$ cat config.mk
export PLATFORM = sky130hd
export DESIGN_NAME = wishbone_to_gpmc
export DESIGN_NICKNAME = d
export VERILOG_FILES = /design/src/rtl/wishbone_to_gpmc.sv
export SDC_FILE = /design/constraint.sdc
export NUM_CORES = 1
export LEC_CHECK = 0
export ABC_CLOCK_PERIOD_IN_PS = 5410
export BUFFER_PORTS_ARGS = -buffer_cell sky130_fd_sc_hd__buf_4
export CORE_MARGIN = 2
export CORE_UTILIZATION = 35
export DETAILED_ROUTE_END_ITERATION = 10
export PLACE_DENSITY = 0.66
export SLEW_MARGIN = 5
export SYNTH_ARGS = -nofsm -noshare
export SYNTH_HDL_FRONTEND = slang
export SYNTH_SLANG_ARGS = --single-unit
$ cat constraint.sdc
create_clock -name clk -period 5.41 [get_ports clk]
set_clock_uncertainty 0.2 [all_clocks]
set_input_delay 0.8115 -clock clk [delete_from_list [all_inputs] [get_ports clk]]
set_output_delay 0.8115 -clock clk [all_outputs]
set_load 0.02 [all_outputs]
$ cat src/rtl/wishbone_to_gpmc.sv
// Wishbone classic slave to GPMC muxed address/data initiator; `GPMC_WAIT_EN adds the synchronised gpmc_wait stall.
// Latency: ack 1+ADDR+DATA cycles after acceptance (write), 1+ADDR+TURN+DATA (read), plus any wait stall.
// Backpressure: one transaction in flight; requests are only accepted in IDLE and held off until ack.
module wishbone_to_gpmc #(
    parameter int ADDR_WIDTH  = 16,
    parameter int DATA_WIDTH  = 16,
    parameter int ADDR_CYCLES = 2,
    parameter int TURN_CYCLES = 1,
    parameter int DATA_CYCLES = 4
) (
    input  logic                  clk,
    input  logic                  reset,
    input  logic [ADDR_WIDTH-1:0] wbs_address,
    input  logic [DATA_WIDTH-1:0] wbs_writedata,
    output logic [DATA_WIDTH-1:0] wbs_readdata,
    input  logic                  wbs_write,
    input  logic                  wbs_strobe,
    input  logic                  wbs_cycle,
    output logic                  wbs_ack,
    output logic [DATA_WIDTH-1:0] gpmc_ad_o,
    output logic                  gpmc_ad_oe,
    input  logic [DATA_WIDTH-1:0] gpmc_ad_i,
    output logic                  gpmc_advn,
    output logic                  gpmc_csn,
    output logic                  gpmc_wein,
    output logic                  gpmc_oen,
    output logic                  gpmc_clk
`ifdef GPMC_WAIT_EN
    ,
    input  logic                  gpmc_wait
`endif
);

    typedef enum logic [2:0] {
        S_IDLE,
        S_ADDR,
        S_WDATA,
        S_TURN,
        S_RDATA,
        S_RECOVER
    } state_t;

    localparam logic [7:0] ADDR_LAST = 8'(ADDR_CYCLES - 1);
    localparam logic [7:0] TURN_LAST = 8'(TURN_CYCLES - 1);
    localparam logic [7:0] DATA_LAST = 8'(DATA_CYCLES - 1);

    state_t                r_state;
    logic [7:0]            r_cnt;
    logic [DATA_WIDTH-1:0] r_wdata;
    logic                  r_write;
    logic                  r_abort;
    logic [DATA_WIDTH-1:0] r_readdata;
    logic                  r_ack;
    logic [DATA_WIDTH-1:0] r_ad_o;
    logic                  r_ad_oe;
    logic                  r_advn;
    logic                  r_csn;
    logic                  r_wein;
    logic                  r_oen;
    logic                  r_gpmc_clk;
    logic                  w_wait_ok;
    logic                  w_data_last;
    logic                  w_ack_ok;

`ifdef GPMC_WAIT_EN
    logic r_wait_s1;
    logic r_wait_s2;

    always_ff @(posedge clk) begin
        if (reset) begin
            r_wait_s1 <= 1'b1;
            r_wait_s2 <= 1'b1;
        end else begin
            r_wait_s1 <= gpmc_wait;
            r_wait_s2 <= r_wait_s1;
        end
    end

    assign w_wait_ok = r_wait_s2;
`else
    assign w_wait_ok = 1'b1;
`endif

    assign w_data_last = (r_cnt == DATA_LAST);
    // A master that dropped wbs_cycle at any point during the bus cycle gets no ack.
    assign w_ack_ok    = wbs_cycle && !r_abort;

    always_ff @(posedge clk) begin
        if (reset) begin
            r_state    <= S_IDLE;
            r_cnt      <= '0;
            r_wdata    <= '0;
            r_write    <= 1'b0;
            r_abort    <= 1'b0;
            r_readdata <= '0;
            r_ack      <= 1'b0;
            r_ad_o     <= '0;
            r_ad_oe    <= 1'b0;
            r_advn     <= 1'b1;
            r_csn      <= 1'b1;
            r_wein     <= 1'b1;
            r_oen      <= 1'b1;
            r_gpmc_clk <= 1'b0;
        end else begin
            if (r_state != S_IDLE && !wbs_cycle) begin
                r_abort <= 1'b1;
            end
            case (r_state)
                S_IDLE: begin
                    r_gpmc_clk <= 1'b0;
                    if (wbs_cycle && wbs_strobe && !r_ack) begin
                        r_state    <= S_ADDR;
                        r_cnt      <= '0;
                        r_wdata    <= wbs_writedata;
                        r_write    <= wbs_write;
                        r_abort    <= 1'b0;
                        r_ad_o     <= DATA_WIDTH'(wbs_address);
                        r_ad_oe    <= 1'b1;
                        r_csn      <= 1'b0;
                        r_advn     <= 1'b0;
                        r_gpmc_clk <= 1'b1;
                    end
                end
                S_ADDR: begin
                    r_gpmc_clk <= ~r_gpmc_clk;
                    if (r_cnt == ADDR_LAST) begin
                        r_cnt  <= '0;
                        r_advn <= 1'b1;
                        if (r_write) begin
                            r_state <= S_WDATA;
                            r_ad_o  <= r_wdata;
                            r_wein  <= 1'b0;
                        end else begin
                            r_state <= S_TURN;
                            r_ad_oe <= 1'b0;
                        end
                    end else begin
                        r_cnt <= r_cnt + 8'd1;
                    end
                end
                S_TURN: begin
                    r_gpmc_clk <= ~r_gpmc_clk;
                    if (r_cnt == TURN_LAST) begin
                        r_cnt   <= '0;
                        r_state <= S_RDATA;
                        r_oen   <= 1'b0;
                    end else begin
                        r_cnt <= r_cnt + 8'd1;
                    end
                end
                S_WDATA, S_RDATA: begin
                    r_gpmc_clk <= ~r_gpmc_clk;
                    if (w_wait_ok) begin
                        if (w_data_last) begin
                            r_state    <= S_RECOVER;
                            r_cnt      <= '0;
                            r_ad_oe    <= 1'b0;
                            r_wein     <= 1'b1;
                            r_oen      <= 1'b1;
                            r_csn      <= 1'b1;
                            r_gpmc_clk <= 1'b0;
                            r_ack      <= w_ack_ok;
                            if (r_state == S_RDATA && w_ack_ok) begin
                                r_readdata <= gpmc_ad_i;
                            end
                        end else begin
                            r_cnt <= r_cnt + 8'd1;
                        end
                    end
                end
                S_RECOVER: begin
                    r_ack   <= 1'b0;
                    r_state <= S_IDLE;
                end
                default: r_state <= S_IDLE;
            endcase
        end
    end

    assign wbs_readdata = r_readdata;
    assign wbs_ack      = r_ack;
    assign gpmc_ad_o    = r_ad_o;
    assign gpmc_ad_oe   = r_ad_oe;
    assign gpmc_advn    = r_advn;
    assign gpmc_csn     = r_csn;
    assign gpmc_wein    = r_wein;
    assign gpmc_oen     = r_oen;
    assign gpmc_clk     = r_gpmc_clk;

endmodule

==> run summary <==
CTS H-tree lvls: 3
Die Ht: 97.07 um
crit-path leading delay family: simple AND/OR/NAND/NOR gates
fin crit share: 49.04%
Hold Vio Cnt, Final: 0
part of the power in registers: 39.4%
Post-Place Cells: 511
Worst Hold Class: flip-flop to flip-flop
combinational share of power: 33.7%
First-pass DRT Iterations: 5
I/O pin total: 92
Yosys cell types: 49
syn nets: 394
post-CTS sizing: 0
unrepaired setup endpoints after global routing: no
Seq/Total Area, Yosys: 44.90%
CTS buffer count: 9
Clock power frac: 26.9%
largest fanout on the critical path: 17
Top FF cell, synth: dfxtp_1
Final setup viols: 0
crit end category: flip-flop
GR Util All Layers: 16.78%
Post-Layout Cell Count: 527
flops & latches, synth: 68
final routed wire length divided by cell count: 14.69 um
Initial Util: 36.53%
number of global-route vias before repair: 2634
Worst-path clk slew: 80 ps
worst hold slack: 257.3 ps
Tmin final: 2653 ps
status: finished, final reports clean
CP max stage delay: 590 ps
Worst Setup Start Kind: flip-flop
die area: 9423 um^2
Mapped Area: 3032 um^2
initial antenna violation count: 0
Die W: 97.07 um
total gr overflow: 0
Routed WL: 7742 um
TritonCTS clock tree: built
fin area: 3949 um^2
Max-slew headroom: 31.94%
nets: 473
fraction of layout cells with a size suffix above 1: 28.67%
clock buffer depth: 2
global placement routability congestion: 0.8071
post-route ant nets: 0
root buf cell: clkbuf_8
Cell Rows: 33
Max Freq: 376.9 MHz
yosys warns: 0
syn avg cell area: 8.969 um^2
CTS Hold Bufs: 0
n_diodes: 0
internal power: 1.046 mW
Post-DP HPWL: 5340 um
fraction of registers with async set/reset: 0%
sw frac: 36.35%
P_leak: 1.685 nW
Slew Limit Fails: 0
Sw Pwr: 597.2 uW
first-pass GRT wire length: 12940 um
Cell Area, Placed: 3737 um^2
Area Overhead vs Synth: 30.25%
Worst IR Drop VDD: 0.0001971 V
slew at the pin closest to its max-slew limit: 1016 ps
Vias/cell: 5.175
worst path cell trace: or4_4 > o31ai_4 > and2_1 > a211oi_1
Mapped Cells: 338
PD cells: 416.0 nW/um^2
Worst-Skew Late Latency: 350 ps
Worst path slowest cell: or4_4
Fill cells: 806
core area: 8299 um^2
arrival time at the worst endpoint: 2660 ps
max_cap viols: 0
CP Buf/Inv Count: 0
largest net degree at the start of global routing: 68
CP Data Required Time: 5410 ps
DRC Markers: 0
number of synthesized flops with an enable pin: 0
total number of vias: 2727
clock sinks: 68
post-CTS setup buffers: 0
initial DRC count: 123
fin util: 47.58%
setup_tns: 0 ps
Port-buffer cells: 91
WS Path Type: flip-flop to flip-flop
state kept, by name, summed over array words and instances, names as in the netlist:
signal        count
gpmc_ad_o        16
gpmc_ad_oe        1
gpmc_advn         1
gpmc_clk          1
gpmc_csn          1
gpmc_oen          1
gpmc_wein         1
r_abort           1
r_cnt             8
r_state           3
r_wdata          16
r_write           1
wbs_ack           1
wbs_readdata     16
cells by family (layout without fill, tap and decap cells):
| kind of cell | count (synthesis) | count (layout) | synth area share, % |
|---|---|---|---|
| buf+inv | 29 | 113 | 4.787 |
| compound gates | 89 | 89 | 18.82 |
| mux | 35 | 35 | 11.60 |
| xor+xnor | 1 | 1 | 0.2890 |
| flops | 68 | 68 | 44.90 |
| fa+ha+maj | 3 | 3 | 1.238 |
| simple gates | 113 | 113 | 18.37 |
placed cells by master, fill, tap and decap left out, drive strengths merged, types with 4 or more instances in the layout:
cell and instances:
a211oi 17, a21oi 44, and2 5, buf 93
clkbuf 11, dfxtp 68, inv 4, mux2i 34
nand2 45, nand2b 5, nand3 4, nor2 27
nor3 7, nor4 4, o21ai 5, o22ai 6
power groups by stage:
stage	logic, mW	clock network, mW	registers [mW]
finish	0.553	0.442	0.647
global route	0.611	0.480	0.658
CTS	0.555	0.453	0.646
detailed placement	0.554	0	0.657
global placement	0.544	0	0.655
floorplan	0.369	0	0.675
per-layer routing:
metal | vias to the layer above | track usage [%] | share of wire (%)
met3 | 10 | 5.324 | 5.8
met1 | 1269 | 22.37 | 47
met2 | 90 | 25.53 | 46
met5 | - | 0 | 0
met4 | 0 | 6.067 | 1.4
li1 | 1358 | - | -
worst reg2reg max path, cell delays in order (launching register included):
cell	delay, ps
dfxtp_1	390
or4_4	590
o31ai_4	580
and2_1	590
a211oi_1	150
cells in the mapped netlist, drive strengths merged, types with 2 or more instances:
cell / count / share of area [%]
o21bai: 2 / 0.50
or4: 2 / 0.62
nor4: 4 / 1.0
a31oi: 2 / 0.41
o21ai: 5 / 0.83
a211oi: 17 / 4.4
a311oi: 2 / 0.58
dfxtp: 68 / 45
nand3: 4 / 0.66
o21a: 3 / 0.74
o22ai: 6 / 1.2
nor2: 27 / 3.3
nand4: 2 / 0.62
and2: 5 / 1.0
nand2b: 5 / 1.0
buf: 11 / 2.6
ha: 3 / 1.2
nor2b: 2 / 0.41
nor3b: 2 / 0.66
clkbuf: 14 / 1.7
o21ba: 2 / 0.66
inv: 4 / 0.50
a21oi: 44 / 7.3
mux2i: 34 / 11
nor3: 7 / 1.2
nand2: 45 / 5.6
or3: 2 / 0.41
per-stage QoR:
step / worst slack, ps / total power, mW
5_1_grt: 2520 / 1.748
3_5_place_dp: 2635 / 1.210
6_report: 2757 / 1.643
2_1_floorplan: 3192 / 1.044
4_1_cts: 2758 / 1.653
3_3_place_gp: 2707 / 1.199
layout make-up:
type | count | area (um^2) | share of cell area [%]
Timing Repair Buffer | 93 | 698.2 | 17.68
Multi-Input combinational cell | 241 | 1531 | 38.78
Sequential cell | 68 | 1361 | 34.47
Tap cell | 105 | 131.4 | 3.327
Clock inverter | 5 | 60.06 | 1.521
Clock buffer | 11 | 151.4 | 3.834
Inverter | 4 | 15.01 | 0.3802
worst paths after layout:
path / from / to / slack (ps) / depth (start not counted)
min reg2reg: r_wdata[3] / r_wdata[3] / 260 / 2
min: r_wdata[3] / r_wdata[3] / 260 / 2
max reg2reg: r_cnt[2] / gpmc_ad_o[1] / 2760 / 4
max: r_cnt[2] / gpmc_ad_o[1] / 2760 / 4
Note: power is estimated with default switching activity, not from simulation.
